===== src/rtl/truth_table_sequencer.sv =====
// Purpose: steps a combinational function through every input vector, captures its truth table and checks it against a golden mask.
// Latency: vector k is sampled (k+1)*(SETTLE+2) cycles after start; done pulses one cycle after the last sample.
// Backpressure: none; start is taken only in IDLE and ignored (not queued) while a run is in progress.
// Optional feature: define TTSEQ_STOP_ON_MISMATCH_EN to end the run at the first mismatching vector.
module truth_table_sequencer #(
    parameter int N      = 3,
    parameter int SETTLE = 1
) (
    input  logic                clk,
    input  logic                reset,
    input  logic                start,
    input  logic [(1<<N)-1:0]   expected,
    input  logic                s_in,
    output logic [N-1:0]        x_out,
    output logic                busy,
    output logic                done,
    output logic [(1<<N)-1:0]   table_out,
    output logic                match,
    output logic [N:0]          mismatch_count,
    output logic                fail,
    output logic [N-1:0]        fail_index
);

    localparam logic [3:0]   SETTLE_L = 4'(SETTLE);
    localparam logic [N-1:0] LAST_VEC = '1;

    typedef enum logic [1:0] {
        ST_IDLE,
        ST_DRIVE,
        ST_SAMPLE,
        ST_DONE
    } state_t;

    state_t               state_q;
    state_t               state_d;
    logic [3:0]           wait_cnt;
    logic [(1<<N)-1:0]    exp_q;
    logic                 result_vld;
    logic                 vec_mismatch;
    logic                 stop_now;

    // The golden bit for the vector currently on x_out; only meaningful in SAMPLE.
    assign vec_mismatch = (s_in != exp_q[x_out]);

`ifdef TTSEQ_STOP_ON_MISMATCH_EN
    assign stop_now = vec_mismatch;
`else
    assign stop_now = 1'b0;
`endif

    // Next-state and status decode; busy/done are pure functions of the state.
    always_comb begin
        state_d = state_q;
        busy    = 1'b0;
        done    = 1'b0;
        case (state_q)
            ST_IDLE: begin
                if (start) state_d = ST_DRIVE;
            end
            ST_DRIVE: begin
                busy = 1'b1;
                if (wait_cnt == 4'd0) state_d = ST_SAMPLE;
            end
            ST_SAMPLE: begin
                busy = 1'b1;
                if (stop_now || (x_out == LAST_VEC)) state_d = ST_DONE;
                else                                 state_d = ST_DRIVE;
            end
            ST_DONE: begin
                done    = 1'b1;
                state_d = ST_IDLE;
            end
            default: state_d = ST_IDLE;
        endcase
    end

    // State register.
    always_ff @(posedge clk) begin
        if (reset) state_q <= ST_IDLE;
        else       state_q <= state_d;
    end

    // Vector stepping, settle counter and result capture.
    always_ff @(posedge clk) begin
        if (reset) begin
            x_out          <= '0;
            wait_cnt       <= '0;
            exp_q          <= '0;
            table_out      <= '0;
            mismatch_count <= '0;
            fail           <= 1'b0;
            fail_index     <= '0;
            result_vld     <= 1'b0;
        end else begin
            case (state_q)
                ST_IDLE: begin
                    if (start) begin
                        x_out          <= '0;
                        wait_cnt       <= SETTLE_L;
                        exp_q          <= expected;
                        table_out      <= '0;
                        mismatch_count <= '0;
                        fail           <= 1'b0;
                        fail_index     <= '0;
                        result_vld     <= 1'b0;
                    end
                end
                ST_DRIVE: begin
                    if (wait_cnt != 4'd0) wait_cnt <= wait_cnt - 4'd1;
                end
                ST_SAMPLE: begin
                    table_out[x_out] <= s_in;
                    if (vec_mismatch) begin
                        // Cannot overflow: at most 2^N vectors are sampled per run.
                        mismatch_count <= mismatch_count + (N+1)'(1);
                        if (!fail) begin
                            fail       <= 1'b1;
                            fail_index <= x_out;
                        end
                    end
                    if (state_d == ST_DRIVE) begin
                        x_out    <= x_out + N'(1);
                        wait_cnt <= SETTLE_L;
                    end else begin
                        // x_out holds the last vector once the run ends.
                        result_vld <= 1'b1;
                    end
                end
                default: ;
            endcase
        end
    end

    // match is only asserted once a run has completed, so it reads 0 out of reset.
    assign match = result_vld && (table_out == exp_q);

endmodule


===== config.mk =====
export PLATFORM = sky130hd
export DESIGN_NAME = truth_table_sequencer
export DESIGN_NICKNAME = d
export VERILOG_FILES = /design/src/rtl/truth_table_sequencer.sv
export SDC_FILE = /design/constraint.sdc
export NUM_CORES = 1
export LEC_CHECK = 0
export CORE_MARGIN = 4
export CORE_UTILIZATION = 39
export CTS_CLUSTER_SIZE = 25
export DETAILED_ROUTE_END_ITERATION = 8
export PLACE_DENSITY_LB_ADDON = 0.15
export SYNTH_ARGS = -nofsm -noshare
export SYNTH_HDL_FRONTEND = slang
export SYNTH_SLANG_ARGS = --single-unit

===== constraint.sdc =====
create_clock -name clk -period 2.2 [get_ports clk]
set_clock_uncertainty 0.05 [all_clocks]
set_input_delay 0.44 -clock clk [delete_from_list [all_inputs] [get_ports clk]]
set_output_delay 0.44 -clock clk [all_outputs]
set_load 0.01 [all_outputs]

**Word level (Yosys, flattened, before mapping)**

Cells that the tools add are included.

- $add $sub $neg: 3
- Multipliers: 0
- Div/mod/pow operators: 0
- Magnitude comparators: 2
- Equal/unequal tests: 13
- Shift operators: 0
- Multiplexer cells: 31
- Bitwise logic cells: 0
- Reductions and logical operators: 15

Operators with widths:

| operator | number |
|---|---|
| $mux 4 | 5 |
| $pmux 8 s2 | 1 |
| $mux 3 | 4 |
| $ne 2x2->1 const B | 6 |
| $pmux 3 s2 | 2 |
| $pmux 4 s3 | 1 |
| $reduce_and 3->1 | 3 |
| $bwmux 8 | 1 |
| $eq 8x8->1 | 1 |
| $mux 8 | 1 |
| $pmux 2 s4 | 1 |
| $pmux 4 s2 | 1 |
| $reduce_and 4->1 | 2 |
| $mux 1 | 7 |
| $mux 2 | 3 |
| $add 4x1->4 const B | 1 |
| $eq 2x1->1 const B | 2 |
| $eq 2x2->1 const B | 2 |
| $logic_not 4->1 | 1 |
| $lt 3x4->1 const B | 1 |
| $pmux 1 s2 | 2 |
| $reduce_and 2->1 | 2 |
| $reduce_bool 4->1 | 1 |
| $sub 4x1->4 const B | 1 |
| 11 further kinds | 12 |

- Register bits: 34
- Bits in latches: 0
- Memory bits (writable): 0
- ROM bits: 0
- Input port bits: 12
- Memories: 0

**Depth between registers and ports, before layout**

Gate-level depths: netlist (run 1).

- Depth in word-level cells: 6
- Mapped depth: 8

**Least setup slack after synthesis (run 1)**

Ideal clock, no wire load.

- Path type: register to register
- Start: reg state_q[0]
- End: reg fail_index[2]
- Arrival time: 1.912 ns
- Data required time: 2.064 ns
- Path slack: 0.152 ns
- Cell stages (with the launch flop): 7
- Period minus slack after synthesis: 2.048 ns
- Path through: dfxtp_1 inv_1 ha_1 o21ai_1 nand2b_1 or4b_1 a211oi_1

- Longest elaborated chain between the ends: 3

RTL lines:

| what | line | text |
|---|---|---|
| start: declaration | 34 | `state_t state_q;` |
| start signal: assignment | 80 | `else state_q <= state_d;` |
| $eq 2x2->1 / $logic_not 2->1 (equally long branches) | 95 | `case (state_q)` |
| $ne 2x2->1 (no line) / $reduce_bool 2->1 (equally long branches) | n/a |  |
| $reduce_and 4->1 (no line) | n/a |  |
| end signal: assignment | 118 | `fail_index <= x_out;` |
| end: declaration | 21 | `output logic [N-1:0] fail_index` |

Parallel ways exist; a longest one is shown, timed or not.
A chain may end at the register's enable or synchronous reset.

**Worst setup path in the final report (run 1)**

- Start: reg state_q[0]
- End: out busy

- Longest elaborated chain between the ends: 3

RTL lines:

| what | line | text |
|---|---|---|
| $eq 2x2->1 / $eq 2x1->1 (equally long branches) | 56 | `case (state_q)` |
| $reduce_or 2->1 (no line) (*) | n/a |  |
| $mux 1 (*) | 56 |  |
| end: declaration | 15 | `output logic busy,` |

Every way passes the cells marked *; elsewhere a longest branch is shown, timed or not.

==> flow_metrics.tcl, run 1 <==
set metrics [dict create \
    portBuffers 33 \
    power_mw 1.65 \
    path_cells "inv_1 -> ha_2 -> clkdlybuf4s50_1" \
    drive_above_1_share 0.189 \
    synth_area_leader_cell "dfxtp_1" \
    p_leak_nw 1.04 \
    peakVddDrop_mv 0.401 \
    finalHoldViolations 0 \
    worstSetupPathType "reg -> out" \
    vias 2043 \
    cp_slowest_cell "clkdlybuf4s50_1" \
    synth_area_um2 2030 \
    reg2reg_setup_slack_ps 160 \
    postCtsHoldBufs 0 \
    antenna_found_initial 0 \
    fin_area_um2 2770 \
    synth_top_area_share 0.336 \
    finalNonFillerCells 379 \
    cp.required_ps 1710 \
    netlist_top_cells_area "dfxtp_1 34%, ha_1 6.2%, nand2_1 5.7%, a21oi_1 5.4%, o21ai_0 4.4%" \
    cts_tree "done" \
    grt_max_degree 17 \
    track_usage 0.191 \
    max_freq_mhz 481 \
    clkLatencyLatePin_ps 280 \
    grt_most_used_layer "met2" \
    grt.met3_usage 0.0359 \
    tightest_slew_ps 380 \
    syn_nets 274 \
    crit_arrival_ps 1590 \
    area_growth_syn_to_layout_pct 36.8 \
    place_congestion 0.808 \
    clock_sinks 34 \
    relSlewSlack 0.746 \
    yosys_warnings 0 \
    die_x_um 80.1 \
    end_kind "output pin" \
    yosysSeqAreaShare 0.336 \
    grt_first_pass_wirelength_um 9630 \
    cp_max_fo 5 \
    startpoint_type "register" \
    fin_ws_ps 121 \
    synth_cells 252 \
    drc 0 \
    crit_family "buffers and inverters" \
    grt_util_met2 0.286 \
    p_per_area_nw_per_um2 595 \
    final_antenna_net_count 0 \
    die_y_um 80.1 \
    wirelength_um 5590 \
    drt_iter0_drc 124 \
    fp-row-count 25 \
    final.min_clock_period_ps 2080 \
    rsz0062_at_grt "no" \
    clock-root-buffer "clkbuf_8" \
    hold_slack_ps 440 \
    first_pass_iters 4 \
    grt_overflow_total 0 \
    path_buf_inv 2 \
    via_per_inst 5.39 \
    synth-async-reset-ratio 0 \
    dp_cells 371 \
    io_pins 34 \
    start_util 0.415 \
    avgSynthCellArea_um2 8.04 \
    cts_made_buffers 5 \
    clock_path_buffers 2 \
    ys.flop_type "dfxtp_1" \
    dp_hpwl_um 4220 \
    routedWlPerCell_um 14.8 \
    antenna_cells 0 \
    register_area_um2 689 \
    finalSetupViolCount 0 \
    finalMaxSlewViolations 0 \
    setup_tns_ps 0 \
    min_path_type "reg -> reg" \
    ys_seq_elements 34 \
    die_area_um2 6410 \
    grt_pass1_vias 1983 \
    max_stage_delay_ps 520 \
    synth_edf_count 0 \
    yosysUniqueCellTypes 53 \
    core_area_um2 4880 \
    cap_violations 0 \
    grt_use_met1 0.271 \
    htreeDepth 2 \
    final_nets 333 \
    place_area_um2 2640 \
    dp_slack_ps 40.2 \
    status "complete, no violations" \
    final_util 0.568 \
    fillers 497 \
    multi_input_area_um2 1260 \
    min_period_over_period 0.945 \
    clkTransAtPathRegs_ps 70 \
]
==> final timing paths <==
| kind | startpoint | endpoint | depth (start not counted) |
|---|---|---|---|
| max | state_q[0] | busy | 3 |
| min | exp_q[2] | exp_q[2] | 2 |
| max reg2reg | exp_q[0] | fail_index[2] | 6 |
| min reg2reg | exp_q[2] | exp_q[2] | 2 |
==> worst min-delay path, delay by kind of cell, from the launching register on <==
| family | cells | cell delay (ps) |
|---|---|---|
| AO/OA/AOI/OAI | 1 | 50 |
| flip-flops | 1 | 330 |
| AND/OR/NAND/NOR | 1 | 60 |
==> timing repair <==
item	in CTS	in global routing
endpoints found under the setup margin	1	14
pin swaps	1	1
buffers inserted	0	0
gates resized for setup	4	9
gates cloned	0	0
==> cells by family after synthesis <==
group	Yosys count	share of synthesized area
simple gates	96	0.253
xor+xnor	9	0.0389
flops	34	0.336
buf+inv	24	0.0512
fa+ha+maj	10	0.0617
compound gates	76	0.244
mux	3	0.0148
==> final cells by class <==
type,count,share of cell area
multi-input cells,194,0.454
flip-flops and latches,34,0.249
repair buffers,67,0.215
well taps,67,0.0302
clock buffers,5,0.0248
clock inverters,3,0.0144
inverters,9,0.0122
==> cell usage after synthesis, types with 4 or more instances <==
cell type  count
nand2_1       31
nor2_1        14
xor2_1         4
ha_1          10
xnor2_1        5
inv_1          9
nand4b_1       4
nor2b_1        5
and3_1         5
dfxtp_1       34
a21oi_1       22
a22oi_1        5
clkbuf_1      10
nor3_1         9
nand3_1        7
a31oi_1        5
o21ai_0       18
==> routing by layer <==
layer | part of all wire | routed length, um
met2 | 0.45 | 2520
met5 | 0 | 0
met4 | 0.013 | 70
met3 | 0.041 | 231
met1 | 0.50 | 2770
==> report_power, final <==
| part | internal, mW | switching, mW | leakage [nW] | total, mW |
|---|---|---|---|---|
| clock | 0.333 | 0.236 | 0.0579 | 0.569 |
| sequential | 0.645 | 0.0296 | 0.279 | 0.674 |
| combinational | 0.191 | 0.216 | 0.703 | 0.407 |
==> state kept, by name, summed over array words and instances (netlist names) <==
register        cells
state_q             2
wait_cnt            4
table_out           8
fail                1
mismatch_count      4
exp_q               8
result_vld          1
fail_index          3
x_out               3
==> placed cells by master (no fill, tap or decap), drive strengths merged, types with 2 or more instances in the layout <==
cell type,instances
ha,10
nand3,7
clkinv,2
and2,2
buf,34
nand4b,4
o21ai,20
o31a,2
a211oi,3
clkdlybuf4s50,32
o311a,2
nor2,14
a21oi,23
mux2i,3
inv,9
a31oi,5
or4,3
and3,5
nand4,3
o2bb2ai,2
o31ai,3
dfxtp,34
clkbuf,5
nand2,31
xnor2,5
nor2b,5
nor4,4
xor2,4
nor3,9
or4b,2
nand2b,3
a22oi,5
Note: power is estimated with default switching activity, not from simulation.
==> run 2: changes to the inputs <==
- clock period: 2.2 -> 2.1 ns (I/O delays scaled with it)
==> run 2 against run 1 <==
Total power up 1.1%. Die area unchanged. First-iteration DRC count down 12%. Via count up 2.2%. Cell count up 2.6%. Critical path type is now reg -> reg. Sequential share of layout area down 0.62 points. Setup slack worse by 38 ps. Critical path depth up 2. Global-route usage up 0.12 points. Flip-flop and latch count unchanged. Count of clock-buffer cells in the layout up 2. Critical endpoint is now mismatch_count[2]. Wire length about the same.
==> flow_metrics.tcl, run 2 (same netlist as run 1, synthesis figures left out) <==
set metrics [dict create \
    drt_iter0_drc 109 \
    tightest_slew_ps 351 \
    power_frac_comb 0.270 \
    routedWlPerCell_um 14.4 \
    peakVddDrop_mv 0.456 \
    clkLatencyLatePin_ps 290 \
    cp-endpoint "mismatch_count[2]" \
    start_util 0.415 \
    antenna_found_initial 0 \
    die_area_um2 6410 \
    via_per_inst 5.37 \
    grt_pass1_vias 2023 \
    final_cell_mix "42 x buf_4, 31 x nand2_1, 31 x clkdlybuf4s50_1" \
    vias 2087 \
    finalSetupViolCount 0 \
    r2r-start "x_out[1]" \
    fp-row-count 25 \
    end_kind "register" \
    finalNonFillerCells 389 \
    cp_slowest_cell "or4_4" \
    power_mw 1.67 \
    final.min_clock_period_ps 2020 \
    io_pins 34 \
    switching_power_mw 0.509 \
    min_period_over_period 0.961 \
    crit_arrival_ps 2180 \
    core_area_um2 4880 \
    p_seq_frac 0.422 \
    final_nets 343 \
    antenna_cells 0 \
    place_congestion 0.841 \
    top_layer "met4" \
    cp_max_fo 16 \
    timing.rr.end "mismatch_count[2]" \
    area_growth_syn_to_layout_pct 41.0 \
    drive_above_1_share 0.220 \
    hold_slack_ps 446 \
    reg_top3 "exp_q: 8 flops, table_out: 8 flops" \
    cts_tree "done" \
    grt_overflow_total 0 \
    finalMaxSlewViolations 0 \
    switching_share 0.305 \
    dp_hpwl_um 4190 \
    fillers 480 \
    grt_max_degree 18 \
    power_frac_clock 0.308 \
    grt_first_pass_wirelength_um 9680 \
    wl_met2_um 2600 \
    reg2reg_depth 5 \
    clock-root-buffer "clkbuf_8" \
    die_x_um 80.1 \
    cp.required_ps 2270 \
    cts_made_buffers 5 \
    max_freq_mhz 496 \
    fin_ws_ps 82.5 \
    dp_cells 381 \
    finalHoldViolations 0 \
    path_cells "mux2i_1 -> o22ai_2 -> or4_4 -> a31o_1 -> a31oi_1" \
    wirelength_um 5600 \
    relSlewSlack 0.766 \
    track_usage 0.192 \
    p_per_area_nw_per_um2 583 \
    htreeDepth 2 \
    wl_met3_um 248 \
    max_stage_delay_ps 590 \
    p_int_mw 1.16 \
    drc 0 \
    dp_slack_ps -35.5 \
    min_path_type "reg -> reg" \
    clkTransAtPathRegs_ps 70 \
    final_antenna_net_count 0 \
    portBuffers 33 \
    cap_violations 0 \
    rsz0062_at_grt "no" \
    die_y_um 80.1 \
    worstSetupStartpoint "x_out[1]" \
    clock_sinks 34 \
    reg2reg_setup_slack_ps 80 \
    status "complete, no violations" \
    first_pass_iters 4 \
    final_util 0.586 \
    startpoint_type "register" \
    clock_path_buffers 2 \
    worstSetupPathType "reg -> reg" \
    p_leak_nw 1.10 \
    layout_commonest_cell "buf_4" \
    wl_met1_um 2720 \
]
## run 2: changes by cell type in the layout (fill, tap and decap cells not counted), sizes merged
cell           previous run  this run
bufinv                    1         0
clkbuf                    5         7
dlygate4sd2               1         0
dlymetal6s2s              0         1
clkinv                    2         1
clkdlybuf4s50            32        31
buf                      34        45
## run 2: cell type report
| type | instances | area (um2) | area share |
|---|---|---|---|
| multi-input combinational | 194 | 1270 | 0.446 |
| sequential | 34 | 693 | 0.242 |
| timing repair buffer | 77 | 683 | 0.239 |
| clock buffer | 7 | 86.3 | 0.0302 |
| tap | 67 | 83.8 | 0.0293 |
| inverter | 9 | 33.8 | 0.0118 |
| clock inverter | 1 | 5.00 | 0.00175 |
## run 2: how the worst min path moves through the flow
stage | start | endpoint | slack [ps] | cells after the start
3_5_place_dp | exp_q[6] | exp_q[6] | 430 | 2
3_3_place_gp | exp_q[6] | exp_q[6] | 420 | 2
2_1_floorplan | exp_q[0] | exp_q[0] | 410 | 2
5_1_grt | exp_q[6] | exp_q[6] | 460 | 2
6_report | exp_q[1] | exp_q[1] | 450 | 2
4_1_cts | exp_q[6] | exp_q[6] | 440 | 2
## run 2: worst max-delay path, delay by kind of cell (launching register included)
kind	cells	cell delay, ps
AO/OA/AOI/OAI	3	560
flip-flops	1	460
multiplexers	1	300
AND/OR/NAND/NOR	1	590
## run 2: repair_timing
item | 4_1_cts | 5_1_grt
endpoints found under the setup margin | 2 | 16
hold buffers | 0 | 0
resized for setup | 5 | 16
buffers inserted | 0 | 1
pin swaps | 4 | 7
## run 2: per-stage QoR
stage / setup TNS [ps] / instance area, um2
finish: 0 / 2860
global route: 0 / 2860
CTS: 0 / 2830
detailed placement: -112 / 2730
global placement: 0 / 2730
floorplan: 0 / 2030
## run 2: power by group through the flow
| stage | sequential [mW] | combinational, mW | clock (mW) |
|---|---|---|---|
| 2_1_floorplan | 0.713 | 0.242 | 0 |
| 3_3_place_gp | 0.717 | 0.437 | 0 |
| 3_5_place_dp | 0.718 | 0.439 | 0 |
| 4_1_cts | 0.704 | 0.445 | 0.527 |
| 5_1_grt | 0.711 | 0.502 | 0.551 |
| 6_report | 0.704 | 0.451 | 0.513 |
## run 2: metal layers
metal,GRT usage,vias up
li1,-,1061
met2,0.300,41
met4,0.0591,0
met3,0.0392,2
met5,0,-
met1,0.264,983
==> run 3: changes to the inputs <==
- PLACE_DENSITY: unset -> 0.6
- PLACE_DENSITY_LB_ADDON: 0.15 -> unset
==> run 3 against run 2 <==
First-iteration DRC count rose by 57%. Combinational power rose by 2%. Wire length rose by 3.2%. Die area did not move. Cell count rose by 0.77%. Critical endpoint is now fail_index[2]. Largest power group unchanged.
==> flow_metrics.tcl, run 3 (same netlist as run 1, synthesis figures left out) <==
set metrics [dict create \
    dp_cells 383 \
    finalHoldViolations 0 \
    core_area_um2 4880 \
    max_stage_delay_ps 490 \
    io_pins 34 \
    routedWlPerCell_um 14.7 \
    end_kind "register" \
    antenna_cells 0 \
    first_pass_iters 4 \
    status "complete, no violations" \
    drive_above_1_share 0.212 \
    path_buf_inv 1 \
    tightest_slew_ps 352 \
    crit_family "simple AND/OR/NAND/NOR gates" \
    drt_iter0_drc 171 \
    reg_top3 "exp_q: 8 flops, table_out: 8 flops" \
    die_x_um 80.1 \
    rsz0062_at_grt "yes" \
    grt_first_pass_wirelength_um 9750 \
    portBuffers 33 \
    clkTransAtPathRegs_ps 70 \
    wl_met1_um 2840 \
    htreeDepth 2 \
    crit_arrival_ps 2190 \
    drc 0 \
    top_layer "met4" \
    clock-root-buffer "clkbuf_8" \
    cp_max_fo 9 \
    wirelength_um 5780 \
    layout_commonest_cell "buf_4" \
    finalSetupViolCount 0 \
    final_nets 346 \
    place_congestion 0.836 \
    fin_ws_ps 72.0 \
    clock_path_buffers 2 \
    cap_violations 0 \
    start_util 0.415 \
    grt_pass1_vias 2019 \
    grt_max_degree 18 \
    startpoint_type "register" \
    antenna_found_initial 0 \
    grt_overflow_total 0 \
    clkLatencyLatePin_ps 290 \
    fp-row-count 25 \
    final_antenna_net_count 0 \
    wl_met3_um 280 \
    track_usage 0.195 \
    path_cells "buf_4 -> or3b_4 -> a21oi_4 -> nor3_1 -> or4b_1 -> a211oi_2" \
    via_per_inst 5.45 \
    cp.required_ps 2260 \
    worstSetupPathType "reg -> reg" \
    peakVddDrop_mv 0.455 \
    finalMaxSlewViolations 0 \
    dp_slack_ps -48.4 \
    max_freq_mhz 493 \
    cts_made_buffers 5 \
    clock_sinks 34 \
    min_path_type "reg -> reg" \
    cts_tree "done" \
    p_per_area_nw_per_um2 592 \
    vias 2138 \
    final.min_clock_period_ps 2030 \
    relSlewSlack 0.765 \
    power_mw 1.68 \
    die_y_um 80.1 \
    wl_met2_um 2570 \
    final_cell_mix "47 x buf_4, 32 x clkdlybuf4s50_1, 31 x nand2_1, 31 x dfxtp_1, 22 x a21oi_1" \
    die_area_um2 6410 \
    min_period_over_period 0.966 \
    p_leak_nw 1.09 \
    area_growth_syn_to_layout_pct 40.1 \
    finalNonFillerCells 392 \
    dp_hpwl_um 4280 \
    cp_slowest_cell "or4b_1" \
]
[run 3: worst paths after layout]
check        cells past startpoint  slack, ps       endpoint      from
max                              6         70  fail_index[2]  x_out[1]
min                              2        450       exp_q[1]  exp_q[1]
max reg2reg                      6         70  fail_index[2]  x_out[1]
min reg2reg                      2        450       exp_q[1]  exp_q[1]
[run 3: worst min-delay path, stage by stage, from the launching register on]
cell and delay, ps:
dfxtp_1 340, nand2_1 60, a21oi_1 50
[run 3: where the power goes]
group / switching (mW) / total (mW) / internal, mW
logic: 0.241 / 0.462 / 0.220
clock network: 0.254 / 0.518 / 0.265
registers: 0.0259 / 0.700 / 0.674
total: 0.521 / 1.68 / 1.16
[run 3: stage by stage]
stage / hold slack (ps) / area [um2] / TNS [ps] / utilization
final: 445 / 2840 / 0 / 0.582
after global routing: 468 / 2840 / -32.3 / 0.582
after CTS: 447 / 2820 / 0 / 0.577
after detailed placement: 437 / 2720 / -132 / 0.557
after global placement: 428 / 2720 / -39.0 / 0.557
after floorplan: 408 / 2030 / 0 / -
[run 3: per-layer routing]
| layer | up-vias | global-route usage |
|---|---|---|
| li1 | 1067 | - |
| met1 | 1009 | 0.274 |
| met2 | 55 | 0.295 |
| met3 | 7 | 0.0314 |
| met4 | 0 | 0.0811 |
| met5 | - | 0 |
[run 3: area by class of cell]
| type | count | area, um2 |
|---|---|---|
| multi-input cells | 194 | 1270 |
| clock inverters | 1 | 5.00 |
| inverters | 9 | 33.8 |
| clock buffers | 7 | 86.3 |
| fillers | 470 | 2040 |
| well taps | 67 | 83.8 |
| repair buffers | 80 | 678 |
| flip-flops and latches | 34 | 684 |
[run 3: what timing repair did]
item,CTS,global route
resized for setup,6,6
hold buffers,0,0
buffers inserted,1,0
endpoints found under the setup margin,2,15
cloned,0,0
pin swaps,6,2
